### src/rtl/level_judge.sv
// level_judge
//   Decides when a level is lost or won. It works on per-frame samples from
//   the character/collision logic and reports the result to the game-flow
//   controller. After a revive pulse, hazards are ignored for a grace period.
//   Death and door arrival must then hold for several consecutive frame ticks
//   before they count. The verdict stays latched until the next revive.
//
//   State table (state | meaning):
//     IDLE  | after reset, waiting for the first revive
//     GRACE | level restarted, hazards/doors ignored, gems counted
//     PLAY  | normal judging, players may move
//     OVER  | death confirmed, frozen until revive
//     WIN   | both at doors with enough gems, frozen until revive
//
// Ports:
//   Clk, Reset     system clock, synchronous active-high reset
//   frame_tick     one-Clk pulse per video frame
//   revive         one-Clk restart pulse, top priority in every state
//   fire_hazard    fireboy touching water/poison (level)
//   ice_hazard     icegirl touching fire/poison (level)
//   fire_at_door   fireboy inside red door (level)
//   ice_at_door    icegirl inside blue door (level)
//   gem_pulse      one-Clk pulse per collected gem
//   gameover       high in OVER (registered)
//   gamewin        high in WIN (registered)
//   gem_count      gems since last revive, saturating
//   playing        high in PLAY (registered)
module level_judge #(
  parameter int GRACE_FRAMES  = 4,
  parameter int HAZARD_FRAMES = 2,
  parameter int DOOR_FRAMES   = 30,
  parameter int GEMS_REQUIRED = 3,
  parameter int GEM_W         = 4
) (
  input  logic             Clk,
  input  logic             Reset,
  input  logic             frame_tick,
  input  logic             revive,
  input  logic             fire_hazard,
  input  logic             ice_hazard,
  input  logic             fire_at_door,
  input  logic             ice_at_door,
  input  logic             gem_pulse,
  output logic             gameover,
  output logic             gamewin,
  output logic [GEM_W-1:0] gem_count,
  output logic             playing
);

  localparam int GW = (GRACE_FRAMES  > 1) ? $clog2(GRACE_FRAMES)  : 1;
  localparam int HW = (HAZARD_FRAMES > 1) ? $clog2(HAZARD_FRAMES) : 1;
  localparam int DW = (DOOR_FRAMES   > 1) ? $clog2(DOOR_FRAMES)   : 1;

  localparam logic [GW-1:0] GRACE_LAST = GW'(GRACE_FRAMES - 1);
  localparam logic [HW-1:0] HAZ_LAST   = HW'(HAZARD_FRAMES - 1);
  localparam logic [DW-1:0] DOOR_LAST  = DW'(DOOR_FRAMES - 1);

  typedef enum logic [2:0] {
    IDLE  = 3'd0,
    GRACE = 3'd1,
    PLAY  = 3'd2,
    OVER  = 3'd3,
    WIN   = 3'd4
  } state_t;

  state_t           state_q, state_d;
  logic [GW-1:0]    grace_cnt_q, grace_cnt_d;
  logic [HW-1:0]    haz_cnt_q, haz_cnt_d;
  logic [DW-1:0]    door_cnt_q, door_cnt_d;
  logic [GEM_W-1:0] gem_cnt_q, gem_cnt_d;
  logic [GEM_W-1:0] gem_next;
  logic             gameover_q, gameover_d;
  logic             gamewin_q, gamewin_d;
  logic             playing_q, playing_d;
  logic             hazard, at_doors, death, win;

  always_ff @(posedge Clk) begin
    if (Reset) begin
      state_q     <= IDLE;
      grace_cnt_q <= '0;
      haz_cnt_q   <= '0;
      door_cnt_q  <= '0;
      gem_cnt_q   <= '0;
      gameover_q  <= 1'b0;
      gamewin_q   <= 1'b0;
      playing_q   <= 1'b0;
    end else begin
      state_q     <= state_d;
      grace_cnt_q <= grace_cnt_d;
      haz_cnt_q   <= haz_cnt_d;
      door_cnt_q  <= door_cnt_d;
      gem_cnt_q   <= gem_cnt_d;
      gameover_q  <= gameover_d;
      gamewin_q   <= gamewin_d;
      playing_q   <= playing_d;
    end
  end

  always_comb begin
    state_d     = state_q;
    grace_cnt_d = grace_cnt_q;
    haz_cnt_d   = haz_cnt_q;
    door_cnt_d  = door_cnt_q;
    gem_cnt_d   = gem_cnt_q;
    hazard      = fire_hazard | ice_hazard;
    at_doors    = fire_at_door & ice_at_door;
    death       = 1'b0;
    win         = 1'b0;

    // Gem from this cycle is included so a win check on the same tick sees it.
    gem_next = (gem_pulse && (gem_cnt_q != '1)) ? gem_cnt_q + GEM_W'(1) : gem_cnt_q;

    unique case (state_q)
      IDLE: ;
      GRACE: begin
        gem_cnt_d = gem_next;
        if (frame_tick) begin
          if (grace_cnt_q == GRACE_LAST) state_d = PLAY;
          else                           grace_cnt_d = grace_cnt_q + GW'(1);
        end
      end
      PLAY: begin
        gem_cnt_d = gem_next;
        if (frame_tick) begin
          death = hazard && (haz_cnt_q == HAZ_LAST);
          win   = at_doors && (door_cnt_q == DOOR_LAST) &&
                  (32'(gem_next) >= GEMS_REQUIRED);
          if (!hazard)                     haz_cnt_d = '0;
          else if (haz_cnt_q != HAZ_LAST)  haz_cnt_d = haz_cnt_q + HW'(1);
          // Door count holds at its last value while waiting for gems.
          if (!at_doors)                   door_cnt_d = '0;
          else if (door_cnt_q != DOOR_LAST) door_cnt_d = door_cnt_q + DW'(1);
          if (death)    state_d = OVER;
          else if (win) state_d = WIN;
        end
      end
      OVER, WIN: ;
      default: state_d = IDLE;
    endcase

    if (revive) begin
      state_d     = GRACE;
      grace_cnt_d = '0;
      haz_cnt_d   = '0;
      door_cnt_d  = '0;
      gem_cnt_d   = '0;
    end

    gameover_d = (state_d == OVER);
    gamewin_d  = (state_d == WIN);
    playing_d  = (state_d == PLAY);
  end

  assign gameover  = gameover_q;
  assign gamewin   = gamewin_q;
  assign playing   = playing_q;
  assign gem_count = gem_cnt_q;

endmodule

### config.mk
export PLATFORM = sky130hd
export DESIGN_NAME = level_judge
export DESIGN_NICKNAME = d
export VERILOG_FILES = /design/src/rtl/level_judge.sv
export SDC_FILE = /design/constraint.sdc
export NUM_CORES = 1
export LEC_CHECK = 0
export CAP_MARGIN = 10
export CORE_MARGIN = 3
export CORE_UTILIZATION = 48
export CTS_BUF_LIST = sky130_fd_sc_hd__clkbuf_8
export DETAILED_ROUTE_END_ITERATION = 10
export PLACE_DENSITY = 0.76
export SYNTH_ARGS = -nofsm -noshare
export SYNTH_HDL_FRONTEND = slang
export SYNTH_SLANG_ARGS = --single-unit
export TNS_END_PERCENT = 1
### constraint.sdc
create_clock -name Clk -period 1.6 [get_ports Clk]
set_input_delay 0.4 -clock Clk [delete_from_list [all_inputs] [get_ports Clk]]
set_output_delay 0.4 -clock Clk [all_outputs]
set_load 0.03 [all_outputs]
## Word-level counts from Yosys, hierarchy flattened

Cells that the tools add are included.

- Flip-flop bits (word level): 18

- $add $sub $neg: 4
- Order comparisons: 1
- Equality and inequality tests: 12
- Muxes and demuxes: 12
- Bitwise logic cells: 3
- Reductions and logical operators: 11

Operators by type and width:

| kind | number |
|---|---|
| 3-bit two-way mux | 6 |
| 3-bit by 2-bit == test with 1-bit output (second input constant) | 4 |
| 5-bit two-way mux | 2 |
| 3-bit case mux with 3 select lines | 1 |
| 3-bit == test (second input constant) | 2 |
| 3-bit AND reduction | 2 |
| 5-bit by 1-bit adder with 5-bit output (second input constant) | 1 |
| 5-bit == test (second input constant) | 1 |
| 5-bit inequality test (second input constant) | 1 |
| 4-bit by 1-bit adder with 4-bit output (second input constant) | 1 |
| 4-bit by 2-bit >= comparator with 1-bit output (second input constant) | 1 |
| 1-bit logical AND | 4 |
| 4-bit two-way mux | 1 |
| 4-bit inequality test (second input constant) | 1 |
| 2-bit OR reduction | 2 |
| 3-bit by 1-bit == test with 1-bit output (second input constant) | 1 |
| 3-bit logical NOT | 1 |
| 3-bit OR reduction | 1 |
| 2-bit by 1-bit adder with 2-bit output (second input constant) | 1 |
| 2-bit == test (second input constant) | 1 |
| 1-bit two-way mux | 2 |
| 2-bit by 1-bit inequality test with 1-bit output (second input constant) | 1 |
| 2-bit AND reduction | 1 |
| 1-bit adder (second input constant) | 1 |
| other kinds (3) | 3 |

## Depth between registers and ports, before layout

Gate-level depths: netlist (run 1).

- Depth in word-level cells: 11
- Mapped depth: 6

## Worst setup path before layout (run 1)

No wires, ideal clock.

- Path kind: reg-to-reg
- From: register gem_cnt_q[0] (netlist: gem_count[0])
- To: register gamewin_q (netlist: gamewin)
- Library setup time: 0.117 ns
- Data arrival time: 1.616 ns
- Setup slack: -0.133 ns
- Cell stages (with the launch flop): 6
- Clock period less this slack: 1.733 ns
- Path through: dfxtp_1 > ha_1 > nand2_1 > a22o_1 > a221o_1 > a32o_1

- Cells in the longest elaborated chain, start to end: 11
- Elaborated cells between the ends (all ways): 12

Ends and longest elaborated chain:

| item | RTL line | RTL |
|---|---|---|
| start: declaration | 70 | `logic [GEM_W-1:0] gem_cnt_q, gem_cnt_d;` |
| start signal: assignment | 92 | `gem_cnt_q <= gem_cnt_d;` |
| parallel branches: the longest is 2 deep, another holds 4-bit by 1-bit adder with 4-bit output | n/a |  |
| 4-bit two-way mux (*) | 111 | `gem_next = (gem_pulse && (gem_cnt_q != '1)) ? gem_cnt_q + GEM_W'(1) : gem_cnt_q;` |
| 4-bit by 2-bit >= comparator with 1-bit output (*) | 127 | `(32'(gem_next) >= GEMS_REQUIRED);` |
| 1-bit logical AND (*) | 126 | `win = at_doors && (door_cnt_q == DOOR_LAST) &&` |
| 3-bit two-way mux (*) | 134 | `else if (win) state_d = WIN;` |
| 3-bit two-way mux (*) | 133 | `if (death) state_d = OVER;` |
| 3-bit two-way mux (*) | 124 | `if (frame_tick) begin` |
| 3-bit case mux with 3 select lines (*) | 113 | `unique case (state_q)` |
| 3-bit two-way mux (*) | 141 | `if (revive) begin` |
| 3-bit == test (*) | 150 | `gamewin_d = (state_d == WIN);` |
| end signal: assignment | 94 | `gamewin_q <= gamewin_d;` |
| end: declaration | 73 | `logic gamewin_q, gamewin_d;` |

Every way passes the cells marked *.
A chain may end at the register's enable or synchronous reset.

## Worst setup path after layout (run 1)

- From: input ice_hazard
- To: register gamewin_q (netlist: gamewin)

- Cells in the longest elaborated chain, start to end: 7

Ends and longest elaborated chain:

| item | RTL line | RTL |
|---|---|---|
| start: declaration | 40 | `input logic ice_hazard,` |
| 1-bit OR | 105 | `hazard = fire_hazard \| ice_hazard;` |
| 1-bit logical AND | 125 | `death = hazard && (haz_cnt_q == HAZ_LAST);` |
| 3-bit two-way mux | 133 |  |
| 3-bit two-way mux | 124 |  |
| 3-bit case mux with 3 select lines | 113 |  |
| 3-bit two-way mux | 141 |  |
| 3-bit == test | 150 |  |

Every way passes these cells.

==> results.tsv, run 1 <==
metric	value	unit
crit_type	input port to flop	
muxShareOfSynthArea	5.242	%
syn_nets	114	
grt_pass1_vias	819	
drive_gt1_share	22.56	%
synth_flop_cell	dfxtp_1	
io_pins	16	
final_common_cell	nor2_1	
finalMaxSlewViolations	0	
synth_compound_area_share	17.04	%
via_per_inst	5.430	
leakagePower	0.5991	nW
outcome	finished clean	
die-area	2560	sq um
root_buffer	clkbuf_8	
die_y	50.60	um
max_freq	654.4	MHz
diodes	0	
p_total	0.8578	mW
layout.nets	148	
synth_top_family_by_area	simple AND/OR/NAND/NOR gates	
worst_slew_pin_slew	0.3498	ns
cp-start-kind	input port	
synth-edff-count	0	
drc	0	
dr.pass1.iters	4	
whs	0.5107	ns
grt_overflow	0	
die_w	50.60	um
synthSimpleGateAreaFrac	25.29	%
min_path_cells	2	
core	1802	sq um
detail_route.iter0.violations	7	
min_path_type	flop to flop	
r2r_cells	5	
numCtsBuffers	3	
htreeDepth	1	
antenna_found_initial	0	
cts_tree	yes	
yosysWarnings	0	
routabilityCongestion	0.8411	
synth_xor_area_share	5.505	%
worst_slack	0.07198	ns
synth_cell_types	36	
numPortBuffers	15	
finalHoldViolations	0	
async_flop_share	0	%
initial_core_util	52.99	%
skew	0.001148	ns
path_max_fanout	2	
syn_avg_cell_area	9.452	sq um
synth_adder_area_share	5.242	%
synth_top_area_share	37.75	%
wl_per_cell	13.77	um
syn_area	954.7	sq um
r2r_slack	0.08	ns
irDropWorstVdd	0.0005252	V
post-route-min-period	1.528	ns
slew_headroom	76.60	%
routed_wl	2.175	mm
netlist_instances	101	
area_growth	37.75	%
cts-hold-fix-buffers	0	
antenna_left	0	
setup_viol	0	
clkTransAtPathRegs	0.07	ns
finalCritPeriodShare	95.50	%
cp-end-kind	flop	
maxCapViolCount	0	
vias	858	
synth-seq-cells	18	
arrival	1.72	ns
pre_cts_ws	-0.3399	ns
final_cell_mix	nor2_1 (19), buf_4 (17), dfxtp_1 (15), dlygate4sd2_1 (7)	
clkLatencyLatePin	0.25	ns
synth_top_area_cell	dfxtp_1	
grt_pass1_wl	3.477	mm
clock-sinks	18	
fillers	146	
clock_path_buffers	2	
dpl.cell_count	153	
rows	15	
required	1.80	ns
grt_util_all_layers	18.09	%
detailed_place_hpwl	1.601	mm
synth_area_leaders	dfxtp_1 (38%), nor2_1 (7.5%), xor2_1 (5.5%)	
final_cells	158	
ys_seq_area_share	37.75	%
grt_start_max_net_pins	10	
power_density	652.3	nW/um^2
## timing repair
action                     in CTS  in global routing
resized for setup               9                  7
buffers inserted                0                  2
setup endpoints to repair      12                  8
pin swaps                       0                  6
## worst max-delay path, cell delays in order
cell and delay [ns]:
clkdlybuf4s50_1 0.42, o21a_1 0.23, nor4b_4 0.29, and4b_1 0.26, a32o_1 0.12
## final timing paths
path,from,end
setup / recovery,ice_hazard,gamewin
hold / removal,haz_cnt_q,haz_cnt_q
setup reg to reg,gem_count[0],state_q[2]
hold reg to reg,haz_cnt_q,haz_cnt_q
## logic make-up (layout without fill, tap and decap cells)
family / Yosys count / count (layout)
AOI/OAI and AO/OA: 19 / 19
xor gates and xnor gates: 6 / 6
adders and majority gates: 4 / 4
buffers and inverters: 7 / 39
DFF: 18 / 18
muxes: 5 / 5
and+or+nand+nor: 42 / 42
## metrics by stage
| stage | setup TNS [ns] | utilization (%) | area (sq um) |
|---|---|---|---|
| 2_1_floorplan | 0 | - | 957.2 |
| 3_3_place_gp | -2.361 | 68.19 | 1229 |
| 3_5_place_dp | -3.353 | 68.19 | 1229 |
| 4_1_cts | 0 | 70.83 | 1276 |
| 5_1_grt | -0.001029 | 72.99 | 1315 |
| 6_report | 0 | 72.99 | 1315 |
## flip-flops by register name (all words and copies together), names as in the netlist
name and flops:
door_cnt_q 5, gameover 1, gamewin 1, gem_count 4, grace_cnt_q 2, haz_cnt_q 1, playing 1, state_q 3
## layer usage
metal,track usage (%),routed length (um)
met4,6.726,13
met5,0,0
met1,20.29,1011
met3,5.341,61
met2,31.96,1089
## final cells by class
type                       instances  area, sq um  share of cell area, %
inverter                           4        15.01                  1.142
timing repair buffer              32        274.0                  20.84
tap                               25        31.28                  2.379
sequential                        18        369.1                  28.07
clock buffer                       3        41.29                  3.140
multi-input combinational         76        584.3                  44.43
## cells in the mapped netlist (2+ instances only)
library cell / instances
nor2_1: 19
and3_1: 2
o211ai_1: 3
dfxtp_1: 18
inv_1: 4
a211oi_1: 2
nand3_1: 4
mux2i_1: 5
a31oi_1: 4
ha_1: 4
a32o_1: 2
nand2_1: 5
xor2_1: 6
## report_power, final
group | leakage, nW | total (mW) | internal (mW) | switching [mW]
Combinational | 0.430 | 0.0887 | 0.0498 | 0.0389
Clock | 0.0216 | 0.314 | 0.167 | 0.147
Sequential | 0.147 | 0.455 | 0.449 | 0.00617
Power figures use the tool's default switching activity.
==> inputs of run 2 (changes only) <==
==> constraint.sdc (replaced) <==
create_clock -name Clk -period 1.6 [get_ports Clk]
set_input_delay 0.32 -clock Clk [delete_from_list [all_inputs] [get_ports Clk]]
set_output_delay 0.32 -clock Clk [all_outputs]
set_load 0.03 [all_outputs]
==> run 2 against run 1 <==
Sequential share of layout area rose by 0.087 points. Die area did not move. Flip-flop and latch count did not move.
==> results.tsv, run 2 (synthesized netlist as in run 1, its figures left out) <==
metric	value	unit	change
finalCritPeriodShare	96.11	%	+0.61 points
crit_path_top_delay_cell	clkdlybuf4s50_1		
crit_type	flop to output pin		
io_pins	16		unchanged
cts_tree	yes		
root_buffer	clkbuf_8		
drive_gt1_share	20.00	%	-2.6 points
die_y	50.60	um	unchanged
wl_per_cell	12.46	um	-9.5%
grt_start_max_net_pins	10		unchanged
vias	850		-0.93%
cts_setup_buffers	0		unchanged
area_growth	34.99	%	
largest_register	door_cnt_q		
pwr-share-comb	10.1	%	-0.2 points
pwr-share-clk	35.9	%	-0.7 points
antenna_found_initial	0		unchanged
grt_use_met2	32.17	%	+0.22 points
finalHoldViolations	0		unchanged
use_met1	18.41	%	-1.9 points
clock-sinks	18		unchanged
crit_chain	clkdlybuf4s50_1		
min_path_type	flop to flop		
clock_path_buffers	2		unchanged
initial_core_util	52.99	%	unchanged
largest_reg_flops	5		unchanged
post-route-min-period	1.538	ns	+0.009775 ns
worst_slew_pin_slew	0.3177	ns	-0.03214 ns
rows	15		unchanged
critPathBufInv	1		unchanged
grt_use_met3	5.341	%	unchanged
antenna_left	0		unchanged
core	1802	sq um	unchanged
p_sw	0.1802	mW	-6.2%
power_density	657.2	nW/um^2	+0.75%
path_max_fanout	1		-1
via_per_inst	5.484		+0.99%
required	1.28	ns	-0.52 ns
slew_headroom	78.79	%	+2.2 points
clkLatencyLatePin	0.25	ns	about the same
routabilityCongestion	0.8355		-0.67%
final_cell_mix	nor2_1 (19), dfxtp_1 (16), buf_4 (14), clkdlybuf4s50_1 (11), xor2_1 (6)		
grt_pass1_vias	860		+5.0%
slowest_delay	0.66	ns	+0.24 ns
placed_cell_area	1221	sq um	-0.61%
drc	0		unchanged
outcome	finished clean		
seqPwrFrac	53.9	%	+0.9 points
htreeDepth	1		unchanged
final_common_cell	nor2_1		
finalCoreUtilization	71.53	%	-1.5 points
arrival	1.22	ns	-0.50 ns
layout.nets	145		-2.0%
grt_util_all_layers	17.33	%	-0.76 points
internal_power	0.6668	mW	+0.17%
setup_viol	0		unchanged
grt_overflow	0		unchanged
numPortBuffers	15		unchanged
leakagePower	0.5662	nW	-5.5%
whs	0.5193	ns	+0.008598 ns
diodes	0		unchanged
irDropWorstVdd	0.0005486	V	+4.5%
clkTransAtPathRegs	0.06	ns	about the same
fin_area	1289	sq um	-2.0%
routed_wl	1.932	mm	-11%
max_freq	650.3	MHz	-0.64%
numCtsBuffers	3		unchanged
critical_path.top_delay_family	buffers and inverters		
die_w	50.60	um	unchanged
dr.pass1.iters	4		unchanged
die-area	2560	sq um	unchanged
grt_pass1_wl	3.367	mm	-3.2%
cp-end-kind	output pin		
detail_route.iter0.violations	5		-2
top_usage_layer	met2		
swShare	21.27	%	-1.1 points
maxCapViolCount	0		unchanged
finalMaxSlewViolations	0		unchanged
cp-start-kind	flop		
skew	0.003470	ns	+0.002322 ns
detailed_place_hpwl	1.442	mm	-9.9%
==> run 2: cell types whose count changed in the layout (fill, tap and decap cells not counted), sizes merged <==
cell / delta
dlygate4sd2: -4
buf: -3
clkdlybuf4s50: +5
dlymetal6s2s: -1
==> run 2: metrics by stage <==
step	TNS, ns	power (mW)	setup slack [ns]	std cells
6_report	0	0.8470	0.06221	155
5_1_grt	-0.09373	0.8831	-0.03025	155
4_1_cts	0	0.8499	0.02302	155
3_5_place_dp	-1.761	0.5493	-0.2214	152
3_3_place_gp	-1.238	0.5478	-0.1504	152
2_1_floorplan	0	0.5014	0.01987	101
==> run 2: path summary, 6_finish.rpt <==
path                start   endpoint  cells past startpoint  slack [ns]
max              gameover   gameover                      1        0.06
min             haz_cnt_q  haz_cnt_q                      2        0.52
min reg2reg     haz_cnt_q  haz_cnt_q                      2        0.52
max reg2reg  gem_count[1]    gamewin                      5        0.12
==> run 2: power by group through the flow <==
stage	logic [mW]	clock network [mW]	registers (mW)
6_report	0.0859	0.304	0.457
3_5_place_dp	0.0838	0	0.466
2_1_floorplan	0.0342	0	0.467
4_1_cts	0.0845	0.310	0.456
5_1_grt	0.0941	0.332	0.457
3_3_place_gp	0.0826	0	0.465
==> run 2: layout make-up <==
cell class / instances / area (sq um)
Inverter: 4 / 15.01
Timing Repair Buffer: 29 / 254.0
Sequential cell: 18 / 362.8
Fill cell: 147 / 513.0
Multi-Input combinational cell: 76 / 584.3
Tap cell: 25 / 31.28
Clock buffer: 3 / 41.29
==> run 2: layer usage <==
layer,up-vias,share of wire [%],wire [um]
met4,0,1.4,28
met3,4,4.5,87
met5,-,0,0
met2,26,52,999
li1,427,-,-
met1,393,42,816
==> run 2: what timing repair did <==
action	CTS	global route
setup endpoints to repair	3	8
pin swaps	0	1
resized for setup	3	5
hold buffers	0	0
==> inputs of run 3 (changes only) <==
Settings changed: CORE_MARGIN 3 to 2, GPL_TIMING_DRIVEN set to 0.
==> run 3 against run 2 <==
Critical endpoint is now playing. Clock power is essentially flat. Setup slack gained 0.0052 ns. Largest cell class unchanged. Critical path depth is the same. Flip-flop and latch count is the same. Combinational power shrank 20%. Die area shrank 7.7%. Hold slack lost 0.014 ns.
==> results.tsv, run 3 (synthesized netlist as in run 1, its figures left out) <==
metric	value	unit	change
finalCoreUtilization	62.57	%	-9.0 points
numPortBuffers	15		unchanged
slew_headroom	79.34	%	+0.55 points
cp-start-kind	flop		
finalHoldViolations	0		unchanged
htreeDepth	1		unchanged
largest_reg_flops	5		unchanged
irDropWorstVdd	0.0005986	V	+9.1%
arrival	1.21	ns	about the same
critPathBufInv	1		unchanged
whs	0.5054	ns	-0.01389 ns
antenna_found_initial	0		unchanged
io_pins	16		unchanged
maxCapViolCount	0		unchanged
routed_wl	1.732	mm	-10%
p_total	0.8335	mW	-1.6%
crit_type	flop to output pin		
critical_path.top_delay_family	buffers and inverters		
routabilityCongestion	0.7771		-7.0%
finalMaxSlewViolations	0		unchanged
clock-sinks	18		unchanged
final_cells	146		-5.8%
grt_pass1_vias	785		-8.7%
grt_overflow	0		unchanged
diodes	0		unchanged
cp-end-kind	output pin		
via_per_inst	5.438		-0.83%
die_y	48.60	um	-4.0%
path_max_fanout	1		unchanged
worst_slew_pin_slew	0.3089	ns	-0.008828 ns
rows	16		+1
power_density	693.2	nW/um^2	+5.5%
area_growth	25.95	%	
outcome	finished clean		
required	1.28	ns	about the same
clkLatencyLatePin	0.25	ns	about the same
crit_path_top_delay_cell	clkdlybuf4s50_1		
cts_tree	yes		
grt_pass1_wl	3.305	mm	-1.8%
setup_viol	0		unchanged
slowest_delay	0.66	ns	about the same
detail_route.iter0.violations	11		+6
drive_gt1_share	13.45	%	-6.6 points
cts_setup_buffers	0		unchanged
root_buffer	clkbuf_8		
initial_core_util	49.67	%	-3.3 points
vias	794		-6.6%
dr.pass1.iters	4		unchanged
numCtsBuffers	3		unchanged
die-area	2361	sq um	-7.7%
antenna_left	0		unchanged
post-route-min-period	1.533	ns	-0.005246 ns
largest_register	door_cnt_q		
placed_cell_area	1141	sq um	-6.6%
fin_area	1202	sq um	-6.7%
grt_util_all_layers	17.79	%	+0.46 points
wl_per_cell	11.86	um	-4.8%
finalCritPeriodShare	95.78	%	-0.33 points
die_w	48.60	um	-4.0%
clkTransAtPathRegs	0.07	ns	about the same
layout.nets	134		-7.6%
crit_chain	clkdlybuf4s50_1		
final_common_cell	nor2_1		
skew	0.005060	ns	+0.001590 ns
grt_start_max_net_pins	11		+1
final_cell_mix	nor2_1 (19), dfxtp_1 (16), clkdlybuf4s50_1 (10), xor2_1 (6), mux2i_1 (5)		
dpl.cell_count	143		-5.9%
detailed_place_hpwl	1.307	mm	-9.4%
leakagePower	0.5057	nW	-11%
max_freq	652.5	MHz	+0.34%
rsz0062_at_grt	yes		
core	1922	sq um	+6.7%
min_path_type	flop to flop		
clock_path_buffers	2		unchanged
drc	0		unchanged
[run 3: per-stage QoR]
| step | TNS, ns | setup WS [ns] |
|---|---|---|
| 2_1_floorplan | 0 | 0.01987 |
| 3_3_place_gp | -2.192 | -0.2226 |
| 3_5_place_dp | -2.622 | -0.2703 |
| 4_1_cts | 0 | 0.009858 |
| 5_1_grt | -0.04858 | -0.02851 |
| 6_report | 0 | 0.06745 |
[run 3: power breakdown]
part           switching (mW)  leakage, nW  internal (mW)
Clock                   0.140       0.0216          0.167
Combinational          0.0341        0.338         0.0350
Sequential            0.00536        0.146          0.452
Total                   0.180        0.506          0.654
[run 3: worst paths after layout]
| path | startpoint | to | slack (ns) | depth (start not counted) |
|---|---|---|---|---|
| hold / removal | grace_cnt_q[1] | grace_cnt_q[1] | 0.51 | 2 |
| hold reg to reg | grace_cnt_q[1] | grace_cnt_q[1] | 0.51 | 2 |
| setup reg to reg | gem_count[0] | gamewin | 0.10 | 5 |
| setup / recovery | playing | playing | 0.07 | 1 |
[run 3: repair_timing]
action,in CTS,in global routing
hold buffers,0,0
resized for setup,5,6
endpoints found under the setup margin,5,8
[run 3: area by class of cell]
class                      instances  area (sq um)
fill                             171         719.4
multi-input combinational         76         578.1
sequential                        18         362.8
timing repair buffer              15         147.6
clock buffer                       3         41.29
tap                               27         33.78
buffer                             3         23.77
inverter                           4         15.01
[run 3: routing by layer]
layer | vias up | share of wire [%] | track usage (%)
met5 | - | 0 | 0
met4 | 0 | 0.64 | 5.714
met3 | 2 | 4.0 | 6.481
met2 | 12 | 48 | 29.17
met1 | 378 | 47 | 21.76
li1 | 402 | - | -
